$ cat config.mk
export PLATFORM = sky130hd
export DESIGN_NAME = la_cmd_ctrl_flat
export DESIGN_NICKNAME = d
export VERILOG_FILES = /design/src/rtl/la_cmd_pkg.sv /design/src/rtl/la_cmd_ctrl_if.sv /design/src/rtl/la_resp_slot.sv /design/src/rtl/la_cmd_ctrl.sv /design/src/flat_wrapper.sv
export SDC_FILE = /design/constraint.sdc
export NUM_CORES = 1
export LEC_CHECK = 0
export CORE_ASPECT_RATIO = 1.1
export CORE_UTILIZATION = 50
export CTS_BUF_LIST = sky130_fd_sc_hd__clkbuf_8
export CTS_CLUSTER_DIAMETER = 150
export DETAILED_ROUTE_END_ITERATION = 10
export MAX_ROUTING_LAYER = met4
export PLACE_DENSITY = 0.79
export RECOVER_POWER = 25
export SETUP_SLACK_MARGIN = 0.4
export SYNTH_ARGS = -nofsm -noshare
export SYNTH_HDL_FRONTEND = slang
export SYNTH_HIERARCHICAL = 1
export SYNTH_SLANG_ARGS = --single-unit
export TNS_END_PERCENT = 20
$ cat constraint.sdc
create_clock -name clk -period 2.14 [get_ports clk]
set_clock_uncertainty 0.05 [all_clocks]
set_input_delay 0.428 -clock clk [delete_from_list [all_inputs] [get_ports clk]]
set_output_delay 0.428 -clock clk [all_outputs]
set_load 0.01 [all_outputs]
$ cat src/rtl/la_cmd_pkg.sv
// Shared definitions for the logic-analyser host-command controller:
// opcodes, reply codes, FSM states, configuration defaults and the
// payload-length lookup used by the parser.
package la_cmd_pkg;

    localparam logic [7:0] OP_ARM       = 8'h01;
    localparam logic [7:0] OP_SET_MASK  = 8'h02;
    localparam logic [7:0] OP_SET_VALUE = 8'h03;
    localparam logic [7:0] OP_SET_COUNT = 8'h04;
    localparam logic [7:0] OP_SET_DIV   = 8'h05;
    localparam logic [7:0] OP_STATUS    = 8'h06;
    localparam logic [7:0] OP_SOFT_RST  = 8'hFF;

    localparam logic [7:0] RSP_ACK = 8'hAA;
    localparam logic [7:0] RSP_NAK = 8'h55;

    localparam logic [7:0] DEF_MASK  = 8'h00;
    localparam logic [7:0] DEF_VALUE = 8'h00;
    localparam logic [7:0] DEF_DIV   = 8'h00;

    typedef enum logic [1:0] {
        ST_IDLE    = 2'd0,
        ST_PAYLOAD = 2'd1,
        ST_EXEC    = 2'd2
    } state_t;

    // Number of payload bytes following an opcode (unknown opcodes report 0).
    function automatic logic [1:0] payload_len(input logic [7:0] op);
        case (op)
            OP_SET_MASK, OP_SET_VALUE, OP_SET_DIV: payload_len = 2'd1;
            OP_SET_COUNT:                          payload_len = 2'd2;
            default:                               payload_len = 2'd0;
        endcase
    endfunction

    function automatic logic op_known(input logic [7:0] op);
        case (op)
            OP_ARM, OP_SET_MASK, OP_SET_VALUE, OP_SET_COUNT,
            OP_SET_DIV, OP_STATUS, OP_SOFT_RST: op_known = 1'b1;
            default:                            op_known = 1'b0;
        endcase
    endfunction

endpackage

$ cat src/rtl/la_cmd_ctrl_if.sv
// Bundle of the command controller's UART, capture-engine and config signals.
// master: the controller (drives tx, pulses and config registers).
// slave:  the host/UART/capture side (drives rx bytes, tx_busy, capture status).
interface la_cmd_ctrl_if #(parameter int COUNT_W = 16);
    logic               rx_data_fresh;
    logic [7:0]         rx_data;
    logic               tx_busy;
    logic               tx_start;
    logic [7:0]         tx_data;
    logic               capture_busy;
    logic               capture_done;
    logic               soft_rst;
    logic               arm;
    logic [7:0]         trig_mask;
    logic [7:0]         trig_value;
    logic [COUNT_W-1:0] sample_count;
    logic [7:0]         clk_div;

    modport master (
        input  rx_data_fresh, rx_data, tx_busy, capture_busy, capture_done,
        output tx_start, tx_data, soft_rst, arm,
               trig_mask, trig_value, sample_count, clk_div
    );

    modport slave (
        output rx_data_fresh, rx_data, tx_busy, capture_busy, capture_done,
        input  tx_start, tx_data, soft_rst, arm,
               trig_mask, trig_value, sample_count, clk_div
    );
endinterface

$ cat src/rtl/la_resp_slot.sv
// One-deep reply holding register in front of the UART transmitter.
// Latency: tx_start earliest the cycle after load; slot empties on that cycle.
// Backpressure: holds while tx_busy=1; a load into a full slot overwrites and sets sticky overrun.
// Ports: clk/rst; load/load_dat in; ovr_clr in; tx_busy in; tx_start/tx_data out; overrun out.
module la_resp_slot (
    input  logic       clk,
    input  logic       rst,
    input  logic       load,
    input  logic [7:0] load_dat,
    input  logic       ovr_clr,
    input  logic       tx_busy,
    output logic       tx_start,
    output logic [7:0] tx_data,
    output logic       overrun
);
    logic       full_q;
    logic [7:0] data_q;
    logic       ovr_q;
    logic       send;

    // A reply leaving in the same cycle a new one arrives is not lost,
    // so that case does not count as an overrun.
    assign send     = full_q & ~tx_busy;
    assign tx_start = send;
    assign tx_data  = data_q;
    assign overrun  = ovr_q;

    always_ff @(posedge clk) begin
        if (rst) begin
            full_q <= 1'b0;
            data_q <= 8'h00;
            ovr_q  <= 1'b0;
        end else begin
            if (load) begin
                data_q <= load_dat;
            end
            full_q <= load | (full_q & ~send);
            // Set wins over clear so a STATUS reply that itself overruns is remembered.
            if (load && full_q && !send) begin
                ovr_q <= 1'b1;
            end else if (ovr_clr) begin
                ovr_q <= 1'b0;
            end
        end
    end
endmodule

$ cat src/rtl/la_cmd_ctrl.sv
// Host-command parser: UART rx bytes -> capture config registers, arm/soft-reset pulses, 1-byte replies.
// Latency: register update/pulse visible the cycle after the final byte's edge; reply tx_start one cycle later.
// Backpressure: rx never stalled; replies wait in a one-deep slot while tx_busy=1 (overwrite + overrun when full).
// Ports: clk, rst (sync, active-high); bus = la_cmd_ctrl_if.master (rx/tx UART, capture status, config outputs).
module la_cmd_ctrl #(
    parameter int TIMEOUT_CYCLES = 1000000,
    parameter int COUNT_W        = 16,
    parameter int DEF_COUNT      = 1024
) (
    input  logic           clk,
    input  logic           rst,
    la_cmd_ctrl_if.master  bus
);
    import la_cmd_pkg::*;

    localparam int TMO_W = (TIMEOUT_CYCLES > 2) ? $clog2(TIMEOUT_CYCLES) : 1;
    localparam logic [TMO_W-1:0] TMO_LAST = TMO_W'(TIMEOUT_CYCLES - 1);

    state_t             state_q, state_nxt;
    logic [7:0]         op_q;
    logic [1:0]         rem_q;
    logic [7:0]         lsb_q;
    logic [TMO_W-1:0]   tmo_q;
    logic [7:0]         mask_q, value_q, div_q;
    logic [COUNT_W-1:0] count_q;

    logic               rsp_load;
    logic [7:0]         rsp_dat;
    logic               ovr_clr;
    logic               overrun;
    logic               arm_p, soft_rst_p;

    always_comb begin
        state_nxt  = state_q;
        rsp_load   = 1'b0;
        rsp_dat    = RSP_ACK;
        ovr_clr    = 1'b0;
        arm_p      = 1'b0;
        soft_rst_p = 1'b0;
        case (state_q)
            ST_IDLE: begin
                if (bus.rx_data_fresh) begin
                    if (!op_known(bus.rx_data)) begin
                        rsp_load = 1'b1;
                        rsp_dat  = RSP_NAK;
                    end else if (payload_len(bus.rx_data) == 2'd0) begin
                        state_nxt = ST_EXEC;
                    end else begin
                        state_nxt = ST_PAYLOAD;
                    end
                end
            end
            ST_PAYLOAD: begin
                // A byte arriving on the last allowed cycle still counts.
                if (bus.rx_data_fresh) begin
                    if (rem_q == 2'd1) begin
                        state_nxt = ST_EXEC;
                    end
                end else if (tmo_q == TMO_LAST) begin
                    state_nxt = ST_IDLE;
                end
            end
            ST_EXEC: begin
                state_nxt = ST_IDLE;
                case (op_q)
                    OP_ARM: begin
                        rsp_load = 1'b1;
                        if (bus.capture_busy) begin
                            rsp_dat = RSP_NAK;
                        end else begin
                            arm_p = 1'b1;
                        end
                    end
                    OP_STATUS: begin
                        rsp_load = 1'b1;
                        rsp_dat  = {5'b0, overrun, bus.capture_busy, bus.capture_done};
                        ovr_clr  = 1'b1;
                    end
                    OP_SOFT_RST: begin
                        soft_rst_p = 1'b1;
                        ovr_clr    = 1'b1;
                    end
                    default: rsp_load = 1'b1;
                endcase
            end
            default: state_nxt = ST_IDLE;
        endcase
    end

    // Config registers change on the edge that samples the final byte so the
    // new values are already visible during the EXEC cycle.
    always_ff @(posedge clk) begin
        if (rst) begin
            state_q <= ST_IDLE;
            op_q    <= 8'h00;
            rem_q   <= 2'd0;
            lsb_q   <= 8'h00;
            tmo_q   <= '0;
            mask_q  <= DEF_MASK;
            value_q <= DEF_VALUE;
            div_q   <= DEF_DIV;
            count_q <= COUNT_W'(DEF_COUNT);
        end else begin
            state_q <= state_nxt;
            case (state_q)
                ST_IDLE: begin
                    if (bus.rx_data_fresh) begin
                        op_q  <= bus.rx_data;
                        rem_q <= payload_len(bus.rx_data);
                        tmo_q <= '0;
                        if (bus.rx_data == OP_SOFT_RST) begin
                            mask_q  <= DEF_MASK;
                            value_q <= DEF_VALUE;
                            div_q   <= DEF_DIV;
                            count_q <= COUNT_W'(DEF_COUNT);
                        end
                    end
                end
                ST_PAYLOAD: begin
                    if (bus.rx_data_fresh) begin
                        tmo_q <= '0;
                        rem_q <= rem_q - 2'd1;
                        if (rem_q == 2'd1) begin
                            case (op_q)
                                OP_SET_MASK:  mask_q  <= bus.rx_data;
                                OP_SET_VALUE: value_q <= bus.rx_data;
                                OP_SET_DIV:   div_q   <= bus.rx_data;
                                OP_SET_COUNT: count_q <= COUNT_W'({bus.rx_data, lsb_q});
                                default:      ;
                            endcase
                        end else begin
                            lsb_q <= bus.rx_data;
                        end
                    end else begin
                        tmo_q <= tmo_q + TMO_W'(1);
                    end
                end
                default: ;
            endcase
        end
    end

    la_resp_slot u_resp_slot (
        .clk      (clk),
        .rst      (rst),
        .load     (rsp_load),
        .load_dat (rsp_dat),
        .ovr_clr  (ovr_clr),
        .tx_busy  (bus.tx_busy),
        .tx_start (bus.tx_start),
        .tx_data  (bus.tx_data),
        .overrun  (overrun)
    );

    assign bus.arm          = arm_p;
    assign bus.soft_rst     = soft_rst_p;
    assign bus.trig_mask    = mask_q;
    assign bus.trig_value   = value_q;
    assign bus.sample_count = count_q;
    assign bus.clk_div      = div_q;
endmodule

$ cat src/flat_wrapper.sv
// flat-port wrapper written by rule: the top's interface ports become plain ports
module la_cmd_ctrl_flat import la_cmd_pkg::*;
#(
    parameter int TIMEOUT_CYCLES = 1000000,
    parameter int COUNT_W        = 16,
    parameter int DEF_COUNT      = 1024
)
  (clk, rst, bus_rx_data_fresh, bus_rx_data, bus_tx_busy, bus_capture_busy, bus_capture_done, bus_tx_start, bus_tx_data, bus_soft_rst, bus_arm, bus_trig_mask, bus_trig_value, bus_sample_count, bus_clk_div);
  la_cmd_ctrl_if #(.COUNT_W(COUNT_W)) bus_i ();
  input  logic clk;
  input  logic rst;
  input wire logic [$bits(bus_i.rx_data_fresh)-1:0] bus_rx_data_fresh;
  input wire logic [$bits(bus_i.rx_data)-1:0] bus_rx_data;
  input wire logic [$bits(bus_i.tx_busy)-1:0] bus_tx_busy;
  input wire logic [$bits(bus_i.capture_busy)-1:0] bus_capture_busy;
  input wire logic [$bits(bus_i.capture_done)-1:0] bus_capture_done;
  output wire logic [$bits(bus_i.tx_start)-1:0] bus_tx_start;
  output wire logic [$bits(bus_i.tx_data)-1:0] bus_tx_data;
  output wire logic [$bits(bus_i.soft_rst)-1:0] bus_soft_rst;
  output wire logic [$bits(bus_i.arm)-1:0] bus_arm;
  output wire logic [$bits(bus_i.trig_mask)-1:0] bus_trig_mask;
  output wire logic [$bits(bus_i.trig_value)-1:0] bus_trig_value;
  output wire logic [$bits(bus_i.sample_count)-1:0] bus_sample_count;
  output wire logic [$bits(bus_i.clk_div)-1:0] bus_clk_div;
  assign bus_i.rx_data_fresh = bus_rx_data_fresh;
  assign bus_i.rx_data = bus_rx_data;
  assign bus_i.tx_busy = bus_tx_busy;
  assign bus_i.capture_busy = bus_capture_busy;
  assign bus_i.capture_done = bus_capture_done;
  assign bus_tx_start = bus_i.tx_start;
  assign bus_tx_data = bus_i.tx_data;
  assign bus_soft_rst = bus_i.soft_rst;
  assign bus_arm = bus_i.arm;
  assign bus_trig_mask = bus_i.trig_mask;
  assign bus_trig_value = bus_i.trig_value;
  assign bus_sample_count = bus_i.sample_count;
  assign bus_clk_div = bus_i.clk_div;
  la_cmd_ctrl #(.TIMEOUT_CYCLES(TIMEOUT_CYCLES), .COUNT_W(COUNT_W), .DEF_COUNT(DEF_COUNT)) u_core (.clk(clk), .rst(rst), .bus(bus_i));
endmodule
==> out/results.ini <==
[yosys]
mappedNetlistArea_sq_um = 4220
synth_top_cell_by_area = dfxtp_1
synth_nets = 494
synth_top_flop_cell = dfxtp_1
netlist.area_leader.share = 0.427
seq_area_frac_synth = 0.427
yosys_warnings = 6
synth-seq-cells = 90
syn_avg_cell_area_sq_um = 8.84
synth_area_leaders = dfxtp_1, mux2i_1, nand2_1
postSynthCellCount = 478
synth-edff-count = 0
netlist-cell-type-count = 55
async_flop_share = 0

[global_routing]
grt_pass1_vias = 3970
grt_max_degree = 25
grt-ovfl-total = 0
grt_pass1_wl_um = 19100
grtUsageTotal = 0.288
antenna_found_initial = 0

[timing]
finalSetupViolations = 10
period_share = 1.26
min_period_ns = 2.70
worst_slack_ns = -0.562
finalSetupTns_ns = -3.81
fmax_ghz = 0.370
holdWs_ns = 0.413
relSlewSlack = 0.690
rsz0062_at_grt = true
worstMarginPinSlew_ns = 0.463
drv_slew = 0
finalHoldViolations = 0

[worst_setup_path]
crit_path_start_kind = flip-flop
crit_arrival_ns = 2.88
crit_fanout = 3
crit_type = reg2reg
cp.required_ns = 2.32
worst_setup_path_end_kind = flip-flop

[job]
cap_violations = 0

[place]
io_buffers = 64
gp_congestion = 0.842
dp_cells = 661
post-dp-hpwl_um = 7690

[die]
core_area_sq_um = 8040
die-area_sq_um = 8820
io_pins = 65
rows = 34
die_x_um = 89.6
start_util = 0.525
die_h_um = 98.4

[clock_network]
clk_path_buf_depth = 2
hold_buffers = 0
clkTransAtPathRegs_ns = 0.10
h-tree-depth = 3
cts.root.buffer_cell = clkbuf_8
cts_tree = done
cts.sinks = 90
cts_buffers = 9
insertion_delay_ns = 0.35

[routing]
wl_per_cell_um = 18.0
routed_via_density = 5.97
dr.pass1.iters = 7
antenna_left = 0
drtIter0Drc = 334
wirelength_um = 12400
drc = 0
vias = 4130

[finish]
multi_input_area_sq_um = 2500
fin_util = 0.727
finalNonFillerCells = 692
drive_gt1_frac = 0.236
n_fill_cell = 567
seq_area_sq_um = 1830
num-nets-final = 595
area_delta_synth_final_pct = 38.3
num_antenna_cells = 0

[pwr]
ir_drop_mv = 0.369
power_w = 0.00338
leakagePower_nw = 2.48
powerDensity_nw_per_um2 = 579

[run_status]
status = complete, but fails checks
violations = negative setup slack

[worst_hold_path]
min-delay-path-class = reg2reg

==> path summary, 6_finish.rpt <==
check | start | endpoint | slack (ns) | cells after the start
worst max-delay path | u_core/op_q[4] | u_core/u_resp_slot/tx_data[5] | -0.56 | 16
worst min-delay path | u_core/tmo_q[9] | u_core/tmo_q[9] | 0.41 | 1
worst max register to register | u_core/op_q[4] | u_core/u_resp_slot/tx_data[5] | -0.56 | 16
worst min register to register | u_core/tmo_q[9] | u_core/tmo_q[9] | 0.41 | 1
==> layout by cell type, fill, tap and decap left out, types with 4 or more instances in the layout <==
cell,Yosys,routed
inv_1,9,10
clkdlybuf4s50_1,0,8
o21ai_4,1,5
nor2_1,39,38
a21oi_1,14,11
buf_4,1,39
nand3_1,21,19
dfxtp_4,0,4
or3_1,5,4
dfxtp_1,90,78
nor2b_1,7,5
o21ai_0,12,9
nand4_1,10,10
nand2_1,70,69
clkbuf_8,0,9
mux2i_1,67,67
clkdlybuf4s25_1,0,32
buf_6,4,16
dlymetal6s2s_1,0,4
nor3_1,11,8
a31oi_1,6,6
dlygate4sd2_1,0,18
nand2b_1,6,5
and3_1,5,4
dfxtp_2,0,8
==> where the power goes <==
part           internal (W)  leakage (nW)  switching [W]
combinational      0.000159          1.63       0.000199
sequential          0.00170         0.735      0.0000218
clock              0.000672         0.115       0.000636
total               0.00253          2.48       0.000856
==> critical path, cell delays in order (launching register included) <==
cell and delay, ns:
dfxtp_2 0.34, or4_4 0.57, nor4b_4 0.25, buf_4 0.16
buf_6 0.08, buf_6 0.08, buf_6 0.08, buf_6 0.08
buf_6 0.08, buf_6 0.08, buf_6 0.08, buf_6 0.08
buf_6 0.08, a21o_1 0.13, nor2b_2 0.07, mux2i_1 0.21
nor2_1 0.09
==> metal layers <==
layer | part of all wire | GRT usage | vias to the layer above
met5 | 0 | - | -
met4 | 0.037 | 0.139 | 0
met3 | 0.057 | 0.0524 | 50
met2 | 0.50 | 0.468 | 198
met1 | 0.41 | 0.336 | 1967
li1 | - | - | 1915
==> cells in the mapped netlist (2+ instances only) <==
library cell	number
or3b_2	2
buf_1	3
ha_1	2
nor4_1	6
or3_1	5
a21o_1	3
nor3_1	11
nor2b_1	7
or4_1	6
o311ai_0	2
a31o_2	3
buf_6	4
nor2_1	39
o21ai_2	3
a22oi_1	2
mux2i_1	67
nand4b_1	3
o21ai_0	12
nand2b_1	6
or4bb_1	2
a31oi_1	6
nor3b_1	5
inv_1	9
dfxtp_1	90
o22ai_1	2
o21bai_1	2
o211ai_1	3
o31ai_1	2
nand3_1	21
nand2_1	70
nor4b_1	3
a21oi_1	14
clkbuf_1	23
a311oi_1	2
nand4_1	10
and2_1	3
and3_1	5
or2_2	2
and4_1	2
==> logic make-up after synthesis <==
family / share of synthesized area
compound gates: 0.112
flops: 0.427
simple gates: 0.249
buf+inv: 0.0456
xor+xnor: 0.00207
mux: 0.159
fa+ha+maj: 0.00592
==> flip-flops by register name, indices dropped and copies added, names as in the netlist, 8 cells and up <==
name                        cells
u_core/tmo_q                   20
u_core/bus.sample_count        16
u_core/bus.clk_div              8
u_core/bus.trig_mask            8
u_core/bus.trig_value           8
u_core/lsb_q                    8
u_core/op_q                     8
u_core/u_resp_slot/tx_data      8
==> final cells by class <==
| cell class | instances | share of cell area |
|---|---|---|
| multi-input combinational | 347 | 0.427 |
| sequential | 90 | 0.313 |
| timing repair buffer | 121 | 0.192 |
| tap | 108 | 0.0231 |
| clock buffer | 9 | 0.0212 |
| clock inverter | 7 | 0.0176 |
| inverter | 10 | 0.00642 |
==> through the flow <==
stage | cell area, sq um | worst slack, ns
detailed placement | 5170 | -0.392
floorplan | 4230 | 0.0894
global placement | 5170 | -0.287
global route | 5840 | -0.577
CTS | 5720 | -0.428
finish | 5840 | -0.562
==> what timing repair did <==
action / 4_1_cts / 5_1_grt
setup buffers: 13 / 0
gates resized for setup: 86 / 71
endpoints found under the setup margin: 89 / 105
pin swaps: 26 / 30
cloned: 2 / 0
No activity file was read; power rests on OpenSTA's default activity.
